--- src/rtl/instr_fetch_buffer.sv ---
// Instruction fetch stage: sequential prefetch over a req/ack memory port into a small {pc, instr} FIFO.
// Optional misaligned-redirect trap is built when IFB_MISALIGN_CHECK_EN is defined.
module instr_fetch_buffer #(
  parameter int          DEPTH    = 4,
  parameter logic [31:0] RESET_PC = 32'h0000_0000
) (
  input  logic        clk,
  input  logic        nrst,
  output logic        mem_req,
  output logic [31:0] mem_addr,
  input  logic        mem_ack,
  input  logic [31:0] mem_rdata,
  input  logic        redirect,
  input  logic [31:0] redirect_pc,
  output logic        instr_valid,
  input  logic        instr_ready,
  output logic [31:0] instruction,
  output logic [31:0] pc,
  output logic        fetch_fault
);

  localparam int PW = (DEPTH > 1) ? $clog2(DEPTH) : 1;
  localparam logic [PW:0] DEPTH_C = (PW+1)'(DEPTH);

`ifdef IFB_MISALIGN_CHECK_EN
  typedef enum logic [1:0] {S_IDLE, S_REQ, S_DROP, S_FAULT} state_e;
`else
  typedef enum logic [1:0] {S_IDLE, S_REQ, S_DROP} state_e;
`endif

  state_e        state_q, state_d;
  logic [31:0]   fetch_pc_q, fetch_pc_d;
  logic [31:0]   mem_addr_q, mem_addr_d;
  logic          mem_req_q, mem_req_d;
  logic [PW-1:0] rd_ptr_q, rd_ptr_d, wr_ptr_q, wr_ptr_d;
  logic [PW:0]   count_q, count_d, pop_w, push_w;
  logic          instr_valid_q, instr_valid_d;
  logic [31:0]   instr_q, instr_d, pc_q, pc_d;
  logic [31:0]   data_q [DEPTH];
  logic [31:0]   pcs_q  [DEPTH];
  logic          pop, push;
  logic [31:0]   rpc;

`ifdef IFB_MISALIGN_CHECK_EN
  logic fault_q, fault_d;
  assign rpc         = redirect_pc;
  assign fetch_fault = fault_q;
`else
  assign rpc         = redirect_pc & 32'hFFFF_FFFC;
  assign fetch_fault = 1'b0;
`endif

  assign mem_req     = mem_req_q;
  assign mem_addr    = mem_addr_q;
  assign instr_valid = instr_valid_q;
  assign instruction = instr_q;
  assign pc          = pc_q;

  always_comb begin
    state_d    = state_q;
    fetch_pc_d = fetch_pc_q;
    push       = 1'b0;
    // A redirect flushes the FIFO, so a pop in that cycle is dropped.
    pop        = instr_valid_q & instr_ready & ~redirect;
    pop_w      = (PW+1)'(pop);
    if (redirect) fetch_pc_d = rpc;

    case (state_q)
      S_IDLE: begin
        if (redirect || ((count_q - pop_w) < DEPTH_C)) state_d = S_REQ;
      end
      S_REQ: begin
        if (mem_ack) begin
          if (!redirect) begin
            push       = 1'b1;
            fetch_pc_d = fetch_pc_q + 32'd4;
            state_d    = ((count_q + (PW+1)'(1) - pop_w) < DEPTH_C) ? S_REQ : S_IDLE;
          end
        end else if (redirect) begin
          state_d = S_DROP;
        end
      end
      S_DROP: begin
        if (mem_ack) state_d = S_REQ;
      end
`ifdef IFB_MISALIGN_CHECK_EN
      S_FAULT: begin
        if (redirect) state_d = S_REQ;
      end
`endif
      default: state_d = S_IDLE;
    endcase

`ifdef IFB_MISALIGN_CHECK_EN
    // Any would-be request to a misaligned target parks in FAULT instead.
    if ((state_d == S_REQ) && (fetch_pc_d[1:0] != 2'b00)) state_d = S_FAULT;
    fault_d = redirect ? (redirect_pc[1:0] != 2'b00) : fault_q;
`endif

    push_w = (PW+1)'(push);
    if (redirect) begin
      count_d  = '0;
      rd_ptr_d = '0;
      wr_ptr_d = '0;
    end else begin
      count_d  = count_q + push_w - pop_w;
      rd_ptr_d = rd_ptr_q + PW'(pop);
      wr_ptr_d = wr_ptr_q + PW'(push);
    end

    mem_req_d     = (state_d == S_REQ) || (state_d == S_DROP);
    mem_addr_d    = (state_d == S_REQ) ? fetch_pc_d : mem_addr_q;
    instr_valid_d = (count_d != '0);

    // Head is registered; bypass the incoming word when it lands in the head slot.
    instr_d = instr_q;
    pc_d    = pc_q;
    if (count_d != '0) begin
      if (push && (wr_ptr_q == rd_ptr_d)) begin
        instr_d = mem_rdata;
        pc_d    = mem_addr_q;
      end else begin
        instr_d = data_q[rd_ptr_d];
        pc_d    = pcs_q[rd_ptr_d];
      end
    end
  end

  always_ff @(posedge clk or negedge nrst) begin
    if (!nrst) begin
      state_q       <= S_IDLE;
      fetch_pc_q    <= RESET_PC;
      mem_addr_q    <= RESET_PC;
      mem_req_q     <= 1'b0;
      rd_ptr_q      <= '0;
      wr_ptr_q      <= '0;
      count_q       <= '0;
      instr_valid_q <= 1'b0;
      instr_q       <= '0;
      pc_q          <= '0;
`ifdef IFB_MISALIGN_CHECK_EN
      fault_q       <= 1'b0;
`endif
    end else begin
      state_q       <= state_d;
      fetch_pc_q    <= fetch_pc_d;
      mem_addr_q    <= mem_addr_d;
      mem_req_q     <= mem_req_d;
      rd_ptr_q      <= rd_ptr_d;
      wr_ptr_q      <= wr_ptr_d;
      count_q       <= count_d;
      instr_valid_q <= instr_valid_d;
      instr_q       <= instr_d;
      pc_q          <= pc_d;
`ifdef IFB_MISALIGN_CHECK_EN
      fault_q       <= fault_d;
`endif
    end
  end

  always_ff @(posedge clk) begin
    if (push) begin
      data_q[wr_ptr_q] <= mem_rdata;
      pcs_q[wr_ptr_q]  <= mem_addr_q;
    end
  end

endmodule

--- config.mk ---
export PLATFORM = sky130hd
export DESIGN_NAME = instr_fetch_buffer
export DESIGN_NICKNAME = d
export VERILOG_FILES = /design/src/rtl/instr_fetch_buffer.sv
export SDC_FILE = /design/constraint.sdc
export NUM_CORES = 1
export LEC_CHECK = 0
export CAP_MARGIN = 20
export CORE_MARGIN = 1.5
export CORE_UTILIZATION = 40
export CTS_BUF_LIST = sky130_fd_sc_hd__clkbuf_4 sky130_fd_sc_hd__clkbuf_8
export CTS_CLUSTER_SIZE = 14
export DETAILED_ROUTE_END_ITERATION = 10
export PLACE_DENSITY = 0.74
export SLEW_MARGIN = 5
export SYNTH_ARGS = -nofsm -noshare
export SYNTH_HDL_FRONTEND = slang
export SYNTH_SLANG_ARGS = --single-unit
--- constraint.sdc ---
create_clock -name clk -period 7.62 [get_ports clk]
set_input_delay 1.524 -clock clk [delete_from_list [all_inputs] [get_ports clk]]
set_output_delay 1.524 -clock clk [all_outputs]
set_load 0.02 [all_outputs]
Word-level counts from Yosys, hierarchy flattened
Memories as Yosys holds them, arrays and structs flattened. A register that Yosys moved wholly into a read port is not among the register bits.
Cells that the tools add are included.
{"block": "totals", "regBits": 75, "mem_bits_rw": 256, "in_bits": 69, "output_inout_bits": 99, "elab_cells": 52, "mem_count": 2}
{"name": "data_q", "depth": 4, "width": 32, "rd": 1, "rd_clocked_by_memory_dff": 1, "wr": 1, "line_no": "39", "source": "logic [31:0] data_q [DEPTH];"}
{"name": "pcs_q", "depth": 4, "width": 32, "rd": 1, "rd_clocked_by_memory_dff": 1, "wr": 1, "line_no": "40", "source": "logic [31:0] pcs_q [DEPTH];"}
{"block": "classes", "addsub": 8, "n_lt_le_gt_ge": 2, "eq_ne": 4, "n_mux": 19, "n_bitwise": 3, "reduce_logical": 6}
{"operator": "32-bit two-way mux", "count": 4}
{"operator": "32-bit by 3-bit adder with 32-bit output (second input constant)", "count": 1}
{"operator": "2-bit two-way mux", "count": 7}
{"operator": "3-bit by 1-bit subtractor with 3-bit output", "count": 3}
{"operator": "3-bit < comparator (second input constant)", "count": 2}
{"operator": "1-bit two-way mux", "count": 6}
{"operator": "2-bit one-hot mux with 3 select lines", "count": 1}
{"operator": "2-bit by 1-bit adder with 2-bit output", "count": 2}
{"operator": "2-bit by 1-bit equality test with 1-bit output (second input constant)", "count": 2}
{"operator": "2-bit equality test (second input constant)", "count": 2}
{"operator": "3-bit by 1-bit adder with 3-bit output", "count": 1}
{"operator": "3-bit by 1-bit adder with 3-bit output (second input constant)", "count": 1}
{"operator": "3-bit two-way mux", "count": 1}
{"operator": "3-bit nonzero test", "count": 1}
{"operator": "1-bit bitwise AND", "count": 2}
{"operator": "1-bit logical NOT", "count": 2}
{"operator": "2-bit logical NOT", "count": 1}
{"operator": "1-bit logical OR", "count": 2}
{"operator": "1-bit NOT", "count": 1}

Depth between registers and ports, before layout
Gate-level depths: netlist (run 1).
{"block": "logic_depth", "word_depth": 10, "mapped_depth": 15, "depth_no_buf": 11}

Worst setup path before layout (run 1)
No wires, ideal clock.
{"block": "synth_path", "path_kind": "input to register", "startpoint": "input port redirect", "endpoint": "memory data_q[0][0] (enable)", "setup_ns": 0.644, "arrival_ns": 8.556, "required_ns": 6.976, "path_slack_ns": -1.580, "path_stages": 5, "path_buffers": 4, "path_cell_list": "buf_2 > clkbuf_1 > clkbuf_1 > clkbuf_1 > nor4_1"}
{"block": "synth_between", "elab_chain_len": 5}
{"item": "start, declared", "line_no": "13", "source": "input logic redirect,"}
{"item": "1-bit two-way mux", "line_no": "74", "source": "if (!redirect) begin"}
{"item": "1-bit two-way mux", "line_no": "73", "source": "if (mem_ack) begin"}
{"item": "1-bit two-way mux", "line_no": "68", "source": "case (state_q)"}
{"item": "1-bit two-way mux", "line_no": "162", "source": "if (push) begin"}
{"item": "1-bit two-way mux (implied by the code)", "line_no": "163", "source": "data_q[wr_ptr_q] <= mem_rdata;"}
{"item": "end, declared", "line_no": "39"}
Every way passes these cells.

Final worst setup path (run 1)
{"block": "layout_path", "startpoint": "input port mem_ack", "endpoint": "register instr_q[25] (netlist: instruction[25]), read port of data_q"}
{"block": "layout_between", "elab_chain_len": 6}
{"item": "start, declared", "line_no": "11", "source": "input logic mem_ack,"}
{"item": "1-bit two-way mux", "line_no": "73"}
{"item": "1-bit two-way mux", "line_no": "68"}
{"item": "3-bit by 1-bit adder with 3-bit output", "line_no": "106", "source": "count_d = count_q + push_w - pop_w;"}
{"item": "3-bit by 1-bit subtractor with 3-bit output", "line_no": "106"}
{"item": "3-bit two-way mux", "line_no": "101", "source": "if (redirect) begin"}
{"item": "3-bit nonzero test", "line_no": "118", "source": "if (count_d != '0) begin"}
{"item": "end, declared", "line_no": "38", "source": "logic [31:0] instr_q, instr_d, pc_q, pc_d;"}
Every way passes these cells.
A chain may end at the register's enable or synchronous reset.

==> metrics.txt, run 1 <==
Initial Util 40.60%; Synthesis Warnings 0; RSZ-0062 raised after global routing false; worst hold path endpoint fetch_pc_q[31]; Clock Skews between 30 and 40 ps; worst slack at placement 1996 ps; slew margin rel. 28.03%; critical path peak fanout 66; average wire per standard cell 21.09 µm; type of the worst setup path in2reg; FF-to-FF setup slack roughly 3700 ps; TNS Setup 0 ps; HPWL Detailed 22.11 mm; largest net degree at the start of global routing 93; min-delay worst type reg2reg; setup ws final 2610 ps; post-CTS sizing 0; row cnt between 70 and 80; CORE AREA roughly 40000 µm²; ys flop type edfxtp_1; multi-input logic area 4557 µm²; Max Slew Vio Count 0; Clock Pin Slew Worst Setup and Hold Paths 50 ps; Commonest cells post-synth edfxtp_1, nand2_1, a21oi_1, dfrtp_1; Yosys top cell area share between 40% and 50%; Max Root-Sink Buffers 3; Mapped Avg Cell Area 13.73 µm²; Post-CTS Setup Bufs 0; num ports between 150 and 200; asr flop ratio synth a little over a third; kind of end point of the critical path register; Sink Count 395; final worst path period share 65.75%; worst r2r src state_q[1]; Via Count 10540; nets 1420; ANT nets after route 0; Syn Inst Count ~1200; Total Power 7.221 mW; Max IR drop VDD 202.4 µV; syn nets 1249; Worst-Skew Late Latency 600 ps; CTS root buf clkbuf_8; vias in the first global route 10960; hold path depth 1; CTS tree done; sequential share of the synthesized area 69.21%; synthesis-to-finish area growth 21.64%; worst path arrival time between 5000 and 6000 ps; Setup Viol. Count Final 0; flip-flop and latch area about 11000 µm²; Final Routed Wirelength 40.54 mm; die area 41550 µm²; total CTS buffers 68; H-tree Lvls 3; initial antenna violation count 0; Yosys reg bits 395; GRT Total Usage 19.77%; f_max 199.6 MHz; origin of the worst min-delay path fetch_pc_q[31]; mapped cell area roughly 16000 µm²; max-cap violations 0; Hold-fix buffers, CTS 0; min Tclk post-route between 5000 and 6000 ps; DP Area 18220 µm²; Pleak between 7 and 8 nW; Residual DRC 0; area leader, netlist edfxtp_1; IO Port Bufs 164; share of cells above drive strength 1 12.54%; drt via density 5.484; die height 203.8 µm; iteration-0 DRC count of the detailed router 695; R2R Path End instruction[25]; placer congestion estimate 0.7696; ranking of synthesized cells by area edfxtp_1, dfrtp_1, a21oi_1; TritonRoute pass-1 iters 5; Min Hold Slack a little over 500 ps; Fillers 3409; Die Width 203.8 µm; Tightest Pin Transition 1079 ps; total grt overflow 0; Worst Setup Start Kind primary input; Cell variety after synth 50; outcome finished, final reports clean; first-pass GRT wire length between 60 and 70 mm; worst reg2reg path depth 13; Post-Layout Inst Area approximately 20000 µm²; count leader, synth edfxtp_1; Post-synth EDFFs roughly 260; Req. time, crit path 8130 ps; Final Hold Vio Count 0; Power Density around 370 nW/µm²
[worst max-delay path by stage]
stage	startpoint	slack (ps)	to	cells past startpoint
6_report	mem_ack	2610	instruction[25]	14
5_1_grt	mem_ack	2350	instruction[25]	14
4_1_cts	mem_ack	2620	instruction[25]	14
3_5_place_dp	mem_ack	2000	instruction[25]	14
3_3_place_gp	mem_ack	2030	instruction[25]	14
2_1_floorplan	redirect	1100	data_q[0][0]	5
[metrics by stage]
stage | util [%] | std cells
2_1_floorplan | - | 1175
3_3_place_gp | 45.85 | 1800
3_5_place_dp | 45.85 | 1800
4_1_cts | 49.32 | 1920
5_1_grt | 49.38 | 1921
6_report | 49.39 | 1922
[worst max-delay path, cell delays in order]
cell             delay [ps]
clkdlybuf4s50_1         600
nand3b_1                290
xnor2_1                 210
nor2_1                  100
ha_1                    140
inv_1                    40
fa_1                    360
xor2_1                  160
xnor2_1                 170
a31oi_4                 190
buf_4                   710
a21boi_4                300
buf_4                   430
a221o_1                 260
[registers in the layout, summed over array words and instances (netlist names)]
name	flops
pc	32
instruction	32
wr_ptr_q	2
state_q	2
count_q	3
instr_valid	1
data_q	128
mem_addr	32
fetch_pc_q	32
mem_req	1
pcs_q	128
rd_ptr_q	2
[metal layers]
layer | part of all wire [%] | wire length (µm) | GRT usage [%]
met2 | 48 | 19380 | 32.05
met3 | 6.4 | 2607 | 4.448
met4 | 2.8 | 1130 | 7.698
met1 | 43 | 17420 | 25.86
met5 | 0 | 0 | 0
[where the power goes]
group,internal (mW),switching (mW)
combinational,1.02,1.18
clock,1.10,0.834
sequential,2.75,0.336
total,4.87,2.35
[cell families after synthesis]
kind of cell	Yosys count	synth area share, %
mux	57	3.754
other cells	1	0.02324
buf+inv	97	3.025
compound gates	299	12.55
xor+xnor	22	1.194
simple gates	299	9.811
flops	395	69.21
fa+ha+maj	5	0.4343
[layout make-up]
class	count	area share [%]
multi-input combinational	683	23.22
inverter	17	0.3379
antenna	1	0.01275
timing repair buffer	181	9.162
clock buffer	104	6.529
tap	525	3.347
clock inverter	16	0.4909
sequential	395	56.90
[layout by cell type (no fill, tap or decap), types with 2 or more instances in the layout]
| cell | synthesis | layout |
|---|---|---|
| a21o_1 | 2 | 2 |
| a21oi_1 | 139 | 139 |
| a221o_1 | 64 | 64 |
| a22oi_1 | 64 | 64 |
| and2_1 | 3 | 3 |
| and2b_1 | 22 | 22 |
| and3_1 | 7 | 5 |
| and3b_1 | 3 | 2 |
| and4_1 | 4 | 4 |
| buf_4 | 9 | 15 |
| clkbuf_4 | 0 | 24 |
| clkbuf_8 | 0 | 80 |
| clkdlybuf4s50_1 | 0 | 162 |
| clkinv_1 | 0 | 9 |
| clkinv_2 | 0 | 5 |
| dfrtp_1 | 139 | 139 |
| edfxtp_1 | 256 | 256 |
| ha_1 | 4 | 4 |
| inv_1 | 16 | 15 |
| mux2_2 | 24 | 24 |
| mux2i_1 | 32 | 30 |
| mux2i_4 | 0 | 2 |
| nand2_1 | 153 | 153 |
| nand3_1 | 7 | 7 |
| nand4_1 | 11 | 11 |
| nand4_4 | 2 | 2 |
| nor2_1 | 13 | 12 |
| nor2b_1 | 47 | 47 |
| nor3_1 | 10 | 10 |
| nor4_1 | 7 | 6 |
| nor4_2 | 3 | 3 |
| nor4_4 | 3 | 4 |
| o21ai_0 | 18 | 18 |
| o2bb2ai_1 | 3 | 3 |
| xnor2_1 | 10 | 10 |
| xor2_1 | 12 | 12 |
No activity file was read; power rests on OpenSTA's default activity.
==> run 2, diff against run 1 <==
--- a/config.mk
+++ b/config.mk
@@ -11,7 +11,7 @@
 export CTS_BUF_LIST = sky130_fd_sc_hd__clkbuf_4 sky130_fd_sc_hd__clkbuf_8
 export CTS_CLUSTER_SIZE = 14
 export DETAILED_ROUTE_END_ITERATION = 10
-export PLACE_DENSITY = 0.74
+export PLACE_DENSITY = 0.72
 export SLEW_MARGIN = 5
 export SYNTH_ARGS = -nofsm -noshare
 export SYNTH_HDL_FRONTEND = slang
==> constraint.sdc (replaced) <==
create_clock -name clk -period 4.9 [get_ports clk]
set_input_delay 0.98 -clock clk [delete_from_list [all_inputs] [get_ports clk]]
set_output_delay 0.98 -clock clk [all_outputs]
set_load 0.02 [all_outputs]
==> run 2 against run 1 <==
Via count is 0.19% higher. Flip-flop and latch count stayed put. Sequential share of layout area is 0.41 points lower. Final cell count is 0.57% higher. Critical path type unchanged.
==> metrics.txt, run 2 (same netlist as run 1, synthesis figures left out) <==
outcome finished, final reports clean (unchanged); Pleak 7.607 nW (was 7.541 nW); HPWL Detailed 23.37 mm (was 22.11 mm); average wire per standard cell 20.74 µm (was 21.09 µm); Clock Skews 28.97 ps (was 32.91 ps); ANT nets after route 0 (unchanged); commonest non-fill, non-tap cell in the layout edfxtp_1 (unchanged); CORE AREA 39730 µm² (unchanged); Clock Pin Slew Worst Setup and Hold Paths 60 ps (was 50 ps); type of the worst setup path in2reg (unchanged); Worst Setup Start Kind primary input (unchanged); worst path arrival time 4060 ps (was 5520 ps); nets 1430 (was 1420); post-CTS sizing 0 (unchanged); Total Power 11.28 mW (was 7.221 mW); Residual DRC 0 (unchanged); Tightest Pin Transition 950.1 ps (was 1079 ps); first-pass GRT wire length 61.78 mm (was 62.91 mm); worst path bufs/invs 3 (was 4); min-delay worst type reg2reg (unchanged); iteration-0 DRC count of the detailed router 813 (was 695); num ports 168 (unchanged); CTS root buf clkbuf_8 (unchanged); CTS tree done (unchanged); RSZ-0062 raised after global routing false (unchanged); worst r2r src instr_valid (was state_q[1]); critical path peak fanout 27 (was 66); Hold-fix buffers, CTS 0 (unchanged); IO Port Bufs 164 (unchanged); TNS Setup 0 ps (unchanged); row cnt 73 (unchanged); Setup Viol. Count Final 0 (unchanged); slowest stage cell, crit path clkdlybuf4s50_1 (was buf_4); TritonRoute pass-1 iters 5 (unchanged); Final Hold Vio Count 0 (unchanged); Final Util 49.75% (was 49.39%); biggest regs data_q (128), pcs_q (128) (unchanged); max-cap violations 0 (unchanged); Sink Count 395 (unchanged); Post-CTS Setup Bufs 0 (unchanged); Max Root-Sink Buffers 3 (unchanged); Final Routed Wirelength 40.09 mm (was 40.54 mm); crit-path max cell delay 610 ps (was 710 ps); f_max 277.3 MHz; Max Slew Vio Count 0 (unchanged); total grt overflow 0 (unchanged); Via Count 10560 (was 10540); final worst path period share 73.59%; setup ws final 1294 ps (was 2610 ps); die height 203.8 µm (unchanged); share of cells above drive strength 1 13.28% (was 12.54%); GRT Total Usage 19.42% (was 19.77%); total CTS buffers 67 (was 68); most frequent cells in the layout edfxtp_1, clkdlybuf4s50_1, nand2_1 (unchanged); slew margin rel. 36.57% (was 28.03%); drt via density 5.463 (was 5.484); CP delay by family, top buffers and inverters (unchanged); kind of end point of the critical path register (unchanged); most used cell, CP xnor2_1; Power Density 570.5 nW/µm² (was 368.0 nW/µm²); Worst-Skew Late Latency 600 ps (about the same); Req. time, crit path 5360 ps (was 8130 ps); H-tree Lvls 3 (unchanged); vias in the first global route 10820 (was 10960); crit path from mem_ack (unchanged); Inserted Diodes 0 (was 1); CP Cell Sequence clkdlybuf4s50_1 -> nand3b_1 -> xnor2_1 -> nor2_1 -> ha_1 -> inv_1 -> fa_1 -> xor2_1 -> xnor2_1 -> a31oi_4 -> buf_4 -> and2b_1 -> a221o_1 (was clkdlybuf4s50_1 -> nand3b_1 -> xnor2_1 -> nor2_1 -> ha_1 -> inv_1 -> fa_1 -> xor2_1 -> xnor2_1 -> a31oi_4 -> buf_4 -> a21boi_4 -> buf_4 -> a221o_1); synthesis-to-finish area growth 22.51% (was 21.64%); initial antenna violation count 0 (unchanged); Die Width 203.8 µm (unchanged); die area 41550 µm² (unchanged); largest net degree at the start of global routing 99 (was 93); placer congestion estimate 0.7898 (was 0.7696); min Tclk post-route 3606 ps; Initial Util 40.60% (unchanged); worst slack at placement 698.7 ps (was 1996 ps); origin of the worst min-delay path fetch_pc_q[31] (unchanged); Max IR drop VDD 317.5 µV (was 202.4 µV)
run 2: cell types whose count changed in the layout (fill, tap and decap cells not counted), sizes merged:
cell	change
clkinvlp	+1
inv	+3
diode	-1
clkinv	+3
clkbuf	-7
buf	+11
bufinv	+1
run 2: worst reg2reg max path, stage by stage (launching register included):
cell	delay, ps
dfrtp_1	400
nand2_1	210
xnor2_1	190
nor2_1	100
ha_1	150
inv_1	50
fa_1	370
xor2_1	160
xnor2_1	170
a31oi_4	280
buf_4	390
and2b_1	240
a221o_1	250
run 2: routing by layer:
layer	global-route usage [%]	vias up	part of all wire, %
met5	0	-	0
met4	6.534	0	1.9
met3	3.986	63	6.1
met2	31.79	330	49
met1	25.80	5372	43
li1	-	4795	-
run 2: worst paths after layout:
path | endpoint | slack [ps] | cells past startpoint
setup reg to reg | instruction[27] | 1810 | 12
min in group asynchronous | fetch_pc_q[27] | 490 | 1
hold reg to reg | fetch_pc_q[31] | 480 | 1
max in group asynchronous | pc[5] | 3420 | 2
setup / recovery | instruction[27] | 1290 | 13
hold / removal | fetch_pc_q[31] | 480 | 1
run 2: cell type report:
class / instances / area (µm²)
Clock inverter: 24 / 178.9
Fill cell: 3396 / 19970
Tap cell: 525 / 656.9
Clock buffer: 97 / 1197
Timing Repair Buffer: 192 / 1943
Sequential cell: 395 / 11170
Inverter: 17 / 66.31
Multi-Input combinational cell: 683 / 4557
run 2: report_power, final:
| part | internal [mW] | leakage, nW | switching, mW |
|---|---|---|---|
| clock network | 1.69 | 0.728 | 1.32 |
| logic | 1.64 | 2.87 | 1.83 |
| registers | 4.28 | 4.00 | 0.517 |
run 2: metrics by stage:
step           hold WS, ps  instances  instance area, µm²
5_1_grt              513.8       1933               19770
3_3_place_gp         483.2       1811               18360
3_5_place_dp         477.4       1811               18360
6_report             483.8       1933               19770
4_1_cts              485.3       1932               19740
2_1_floorplan        440.9       1175               16150
